--- src/rtl/rll_key_load_ctrl.sv ---
// rll_key_load_ctrl: loads a key from a byte stream, verifies its XOR
// checksum, and only then drives it onto a locked core's key inputs.
// Repeated checksum failures latch a lockout that only rst clears.
module rll_key_load_ctrl #(
  parameter int KEY_WIDTH  = 32,
  parameter int WORD_WIDTH = 8,
  parameter int MAX_FAIL   = 3
) (
  input  logic                  clk,
  input  logic                  rst,
  input  logic                  start,
  input  logic                  zeroize,
  input  logic                  kw_valid,
  input  logic [WORD_WIDTH-1:0] kw_data,
  output logic                  kw_ready,
  output logic [KEY_WIDTH-1:0]  key_out,
  output logic                  key_valid,
  output logic                  busy,
  output logic                  err,
  output logic                  locked
);

  localparam int NWORDS = KEY_WIDTH / WORD_WIDTH;
  localparam int CW     = $clog2(NWORDS + 1);

  typedef enum logic [2:0] {
    IDLE    = 3'd0,
    LOAD    = 3'd1,
    CHECK   = 3'd2,
    ACTIVE  = 3'd3,
    ERROR   = 3'd4,
    LOCKOUT = 3'd5
  } state_t;

  state_t                state;
  state_t                next_state;
  logic [KEY_WIDTH-1:0]  shreg;
  logic [WORD_WIDTH-1:0] acc;
  logic [WORD_WIDTH-1:0] csum;
  logic [CW-1:0]         wcnt;
  logic [3:0]            fail_cnt;
  logic [3:0]            fail_next;
  logic                  xfer;
  logic                  is_csum_word;
  logic                  match;

  // Running XOR checksum step over one stream word.
  function automatic logic [WORD_WIDTH-1:0] xor_step(
    input logic [WORD_WIDTH-1:0] a,
    input logic [WORD_WIDTH-1:0] w
  );
    return a ^ w;
  endfunction

  // Stream handshake and checksum decode, all derived from registered state.
  always_comb begin
    xfer         = kw_valid && (state == LOAD);
    is_csum_word = (wcnt == CW'(NWORDS));
    match        = (acc == csum);
    fail_next    = fail_cnt + 4'd1;
  end

  // Next-state logic; zeroize outranks start, LOCKOUT is terminal.
  always_comb begin
    next_state = state;
    case (state)
      IDLE: begin
        if (zeroize)    next_state = IDLE;
        else if (start) next_state = LOAD;
        else            next_state = IDLE;
      end
      LOAD: begin
        if (zeroize)                   next_state = IDLE;
        else if (xfer && is_csum_word) next_state = CHECK;
        else                           next_state = LOAD;
      end
      CHECK: begin
        if (zeroize)                        next_state = IDLE;
        else if (match)                     next_state = ACTIVE;
        else if (fail_next == 4'(MAX_FAIL)) next_state = LOCKOUT;
        else                                next_state = ERROR;
      end
      ACTIVE, ERROR: begin
        if (zeroize)    next_state = IDLE;
        else if (start) next_state = LOAD;
        else            next_state = state;
      end
      LOCKOUT: next_state = LOCKOUT;
      default: next_state = IDLE;
    endcase
  end

  // State register.
  always_ff @(posedge clk) begin
    if (rst) state <= IDLE;
    else     state <= next_state;
  end

  // Key assembly: shift words in MSB-first, accumulate XOR, capture checksum.
  always_ff @(posedge clk) begin
    if (rst) begin
      shreg <= '0;
      acc   <= '0;
      csum  <= '0;
      wcnt  <= '0;
    end else if (zeroize && state != LOCKOUT) begin
      shreg <= '0;
      acc   <= '0;
      csum  <= '0;
      wcnt  <= '0;
    end else if (next_state == LOAD && state != LOAD) begin
      shreg <= '0;
      acc   <= '0;
      csum  <= '0;
      wcnt  <= '0;
    end else if (xfer) begin
      if (is_csum_word) begin
        csum <= kw_data;
      end else begin
        shreg <= {shreg[KEY_WIDTH-WORD_WIDTH-1:0], kw_data};
        acc   <= xor_step(acc, kw_data);
        wcnt  <= wcnt + CW'(1);
      end
    end
  end

  // Consecutive-failure counter; cleared by a good check or rst only.
  always_ff @(posedge clk) begin
    if (rst) begin
      fail_cnt <= 4'd0;
    end else if (state == CHECK && !zeroize) begin
      if (match) fail_cnt <= 4'd0;
      else       fail_cnt <= fail_next;
    end
  end

  // Key output: the verified key appears only while ACTIVE, zero otherwise.
  always_ff @(posedge clk) begin
    if (rst) begin
      key_out <= '0;
    end else if (next_state == ACTIVE && state == CHECK) begin
      key_out <= shreg;
    end else if (next_state == ACTIVE) begin
      key_out <= key_out;
    end else begin
      key_out <= '0;
    end
  end

  // Status flags registered from the next state so they align with state.
  always_ff @(posedge clk) begin
    if (rst) begin
      kw_ready  <= 1'b0;
      key_valid <= 1'b0;
      busy      <= 1'b0;
      err       <= 1'b0;
      locked    <= 1'b0;
    end else begin
      kw_ready  <= (next_state == LOAD);
      key_valid <= (next_state == ACTIVE);
      busy      <= (next_state == LOAD) || (next_state == CHECK);
      err       <= (next_state == ERROR) || (next_state == LOCKOUT);
      locked    <= (next_state == LOCKOUT);
    end
  end

endmodule

--- config.mk ---
export PLATFORM = sky130hd
export DESIGN_NAME = rll_key_load_ctrl
export DESIGN_NICKNAME = d
export VERILOG_FILES = /design/src/rtl/rll_key_load_ctrl.sv
export SDC_FILE = /design/constraint.sdc
export NUM_CORES = 1
export LEC_CHECK = 0
export CAP_MARGIN = 30
export CORE_MARGIN = 3
export CORE_UTILIZATION = 25
export CTS_CLUSTER_SIZE = 25
export DETAILED_ROUTE_END_ITERATION = 16
export PLACE_DENSITY = 0.51
export SYNTH_ARGS = -nofsm -noshare
export SYNTH_HDL_FRONTEND = slang
export SYNTH_SLANG_ARGS = --single-unit
export TNS_END_PERCENT = 30
--- constraint.sdc ---
create_clock -name clk -period 2.4 [get_ports clk]
set_input_delay 0.48 -clock clk [delete_from_list [all_inputs] [get_ports clk]]
set_output_delay 0.48 -clock clk [all_outputs]
set_load 0.03 [all_outputs]
* Word-level counts from Yosys, hierarchy flattened
Index checks and enable logic that the tools add are counted.
** Cells by class
- $add $sub $neg :: 2
- Eq/ne operators :: 16
- Multiplexer cells :: 13
- Bitwise gates (word level) :: 2
- Reduce and logical (&&, ||, !) cells :: 14
** Operators with widths (number)
- $mux 32 :: 2
- $eq 3x3->1 const B :: 5
- $pmux 3 s5 :: 1
- $eq 3x2->1 const B :: 4
- $mux 3 :: 4
- $eq 8x8->1 :: 1
- $xor 8x8->8 :: 1
- $eq 3x1->1 const B :: 2
- $logic_and 1x1->1 :: 6
- $add 4x1->4 const B :: 1
- $eq 4x2->1 const B :: 1
- $mux 2 :: 2
- $mux 4 :: 1
- $reduce_and 2->1 :: 2
- $add 3x1->3 const B :: 1
- $logic_not 3->1 :: 1
- $mux 1 :: 3
- $ne 3x1->1 const B :: 1
- $ne 3x3->1 const B :: 1
- $reduce_or 3->1 :: 1
- $logic_or 1x1->1 :: 2
- $ne 2x1->1 const B :: 1
- $reduce_or 2->1 :: 1
- $logic_not 1->1 :: 1
- $not 1->1 :: 1
** Word-level totals
- Register bits :: 95
- Bits of input ports :: 13
- Output and inout bits :: 37
- Logic and storage cells :: 59

* Logic depth before layout (Yosys ltp)
- Depth after elaboration :: 9
- Mapped depth :: 8
- Depth with buffers taken out :: 6

* Worst setup path before layout
OpenSTA, ideal clock, no wires.
- Path kind :: input to register
- Start :: input port zeroize
- End :: register csum[0]
- Setup time :: 136 ps
- Arrival time :: 1808 ps
- Required time :: 2264 ps
- Slack :: 456 ps
- Stages on the path :: 5
- Path buffers :: 1
- Cell sequence :: or4b_1 -> o211a_1 -> nor4_4 -> buf_6 -> nor3_1
** On the way
- Cells in the longest elaborated chain, start to end :: 5
- Elaborated cells between the ends (all ways) :: 9
- Classes of those cells :: eq/ne (1); mux (5); reduce/logical (3)
** RTL lines
- from (decl) :: line 12 : input logic zeroize,
- $mux 3 (tied with other cells) :: line 84 : if (zeroize) next_state = IDLE;
- $pmux 3 s5 :: line 66 : case (state)
- $eq 3x1->1 :: line 111 : end else if (next_state == LOAD && state != LOAD) begin
- $logic_and 1x1->1 :: line 111
- $reduce_or 3->1 (no source line) *
- to (signal assigned) :: line 118 : csum <= kw_data;
- to (decl) :: line 39 : logic [WORD_WIDTH-1:0] csum;
Every way passes the cells marked *; elsewhere a longest branch is shown, timed or not.
A chain may end at the register's enable or synchronous reset.

* Final worst setup path
- Start :: input port zeroize
- End :: register shreg[16]
** On the way
- Cells in the longest elaborated chain, start to end :: 5
- Elaborated cells between the ends (all ways) :: 9
- Classes of those cells :: eq/ne (1); mux (5); reduce/logical (3)
** RTL lines
- $mux 3 (tied with other cells) :: line 84
- $pmux 3 s5 :: line 66
- $eq 3x1->1 :: line 111
- $logic_and 1x1->1 :: line 111
- $reduce_or 3->1 (no source line) *
- to (signal assigned) :: line 120 : shreg <= {shreg[KEY_WIDTH-WORD_WIDTH-1:0], kw_data};
- to (decl) :: line 37 : logic [KEY_WIDTH-1:0] shreg;
Marked as above.

==> impl_metrics.toml <==
[critical_path]
cp_slowest_cell = "or4b_1"
crit_path_max_incr_delay_ps = 500
worstPathArrival_ps = 2360
crit_family = "simple AND/OR/NAND/NOR gates"
reg2reg_slack_ps = 380
critPathRequiredTime_ps = 2620
path_cells = "clkdlybuf4s50_1, or4b_1, o211a_1, nor4_4, buf_12, nor3_1"
endpoint_kind = "flip-flop"
crit_type = "primary input to flip-flop"
worst-path-stages = 6
reg2reg_depth = 7
worstPathBufferInverterCount = 2
cp-start-kind = "primary input"
crit_path_max_fanout = 51

[cells_and_area]
instances_no_fill = 673
final_area_um2 = 5090
post-route-util_pct = 33.1
diodes = 0
layout_commonest_cell = "dfxtp_1"
synthToLayoutAreaGrowth_pct = 27.9
layout-drive-gt1-share_pct = 8.23
final_cell_mix = "dfxtp_1 (95), clkdlybuf4s50_1 (49), nor3_1 (43), inv_1 (37), nand4_1 (34)"
nNetsFinal = 474

[pwr]
p_switching_uw = 693
power_density_nw_per_um2 = 650
vdd_drop_max_mv = 0.335
power_frac_seq_pct = 47.9
pwr-share-clk_pct = 46.8
switching_share_pct = 20.9
p_int_mw = 2.62
leakage_nw = 1.81
p_comb_share_pct = 5.3

[sta]
rsz0062_at_grt = "false"
timing.fmax_ghz = 0.467
holdWs_ps = 463
max_slew_margin_pct = 65.1
fin_crit_ps = 2140
setup_slack_ps = 259
tightest_slew_ps = 524
clock_skew_ps = 6.89
min_period_over_period_pct = 89.2
setup_viol_count_final = 0
final_max_slew_viol_count = 0
finalHoldViolations = 0

[placed_design]
place_ws_ps = -80.2
gp_congestion = 0.743
dpl_cell_area_um2 = 4770
dp_hpwl_um = 6670
placed_cells = 657
portBuffers = 49

[worst_hold_path]
holdCritPathClass = "flip-flop to flip-flop"
min_path_cells = 2

[detailed_routing]
drtAntennaViolNets = 0
drt_iter0_markers = 198
vias_per_cell = 4.62
first_pass_iters = 4
drc = 0
routedWlPerCell_um = 14.6
wl_um = 9840
vias = 3112

[synthesis]
syn_nets = 433
ys_warn_count = 0
netlist_area_um2 = 3980
ys_seq_area_share_pct = 47.8
synth_cells = 416
avgSynthCellArea_um2 = 9.57
synth_ff_type = "dfxtp_1"
synth_edf_count = 0
async_flop_share_pct = 0
synth.distinct_cells = 41
ys_ff_latch = 95

[floorplan]
die_h_um = 132
initial_core_util_pct = 25.9
boundaryPins = 50
coreArea_um2 = 15400
fp.dieW_um = 132
dieArea_um2 = 17500
placementRows = 45

[clocking]
cts.sinks = 95
worstSkewPairLatency_ps = 340
cts-resized-gates = 0
cts_tree = "done"
cts_root_buffer = "clkbuf_16"
cts_made_buffers = 9
htree_num_levels = 3
clock_path_buffers = 2
cts.clk_slew.worst_paths_ps = 60
hold_buffers = 0
post_cts_buffers = 0

[grt]
grt-ovfl-total = 0
grt_pass1_vias = 3156
grt_max_degree = 52
antenna_found_initial = 0
grt_pass1_wl_um = 16500
track_usage_pct = 11.4

[run_status]
outcome = "finished, final reports clean"

[run]
cap_violations = 0
==> cells by family after synthesis <==
logic type               Yosys count  synth area share [%]
buffers and inverters             73                  8.07
multiplexers                      33                  8.29
AO/OA/AOI/OAI                     63                  11.3
AND/OR/NAND/NOR                  128                  18.9
XOR/XNOR                          20                  4.40
flip-flops                        95                  47.8
adder cells (fa/ha/maj)            4                  1.26
==> power by group through the flow <==
stage	Combinational (mW)	Sequential, mW	Clock (mW)
3_5_place_dp	0.174	1.62	0
3_3_place_gp	0.173	1.62	0
4_1_cts	0.175	1.59	1.60
6_report	0.175	1.59	1.55
2_1_floorplan	0.108	1.62	0
5_1_grt	0.187	1.59	1.67
==> worst paths after layout <==
check                              endpoint        start
worst max-delay path              shreg[16]      zeroize
worst min-delay path            key_out[24]  key_out[24]
worst max register to register    shreg[16]      wcnt[0]
worst min register to register  key_out[24]  key_out[24]
==> cell usage after synthesis (7+ instances only) <==
| master | count | area [µm²] |
|---|---|---|
| nand4_1 | 34 | 213 |
| dfxtp_1 | 95 | 1900 |
| nand2_1 | 13 | 48.8 |
| o21ai_0 | 7 | 35.0 |
| inv_1 | 37 | 139 |
| a21oi_1 | 8 | 40.0 |
| o31ai_1 | 32 | 240 |
| xnor2_1 | 11 | 96.3 |
| mux2i_1 | 33 | 330 |
| xor2_1 | 9 | 78.8 |
| buf_2 | 8 | 40.0 |
| clkbuf_1 | 22 | 82.6 |
| nor3_1 | 43 | 215 |
| nand3_1 | 14 | 70.1 |
==> state kept, by name, summed over array words and instances, names as in the netlist, 3 cells and up <==
signal,cells
shreg,32
state,3
acc,8
fail_cnt,4
wcnt,3
csum,8
key_out,32
==> layout make-up <==
type / instances / area [µm²]
timing repair buffer: 66 / 706
inverter: 37 / 139
multi-input combinational: 248 / 1760
clock inverter: 3 / 65.1
fill: 1549 / 10300
clock buffer: 13 / 260
sequential: 95 / 1900
tap: 211 / 264
==> worst min-delay path, cell delays in order (launching register included) <==
cell     delay (ps)
dfxtp_1         310
inv_1            50
o31ai_1          60
==> layer usage <==
metal | up-vias | track usage [%] | routed length (µm)
met5 | - | 0 | 0
met2 | 54 | 17.0 | 4300
met3 | 9 | 4.08 | 429
li1 | 1570 | - | -
met4 | 0 | 3.12 | 141
met1 | 1479 | 15.6 | 4970
==> per-stage QoR <==
step / TNS (ps) / power (mW)
global route: 0 / 3.44
finish: 0 / 3.31
global placement: -1730 / 1.79
CTS: 0 / 3.36
detailed placement: -3210 / 1.80
floorplan: 0 / 1.73
No activity file was read; power rests on OpenSTA's default activity.
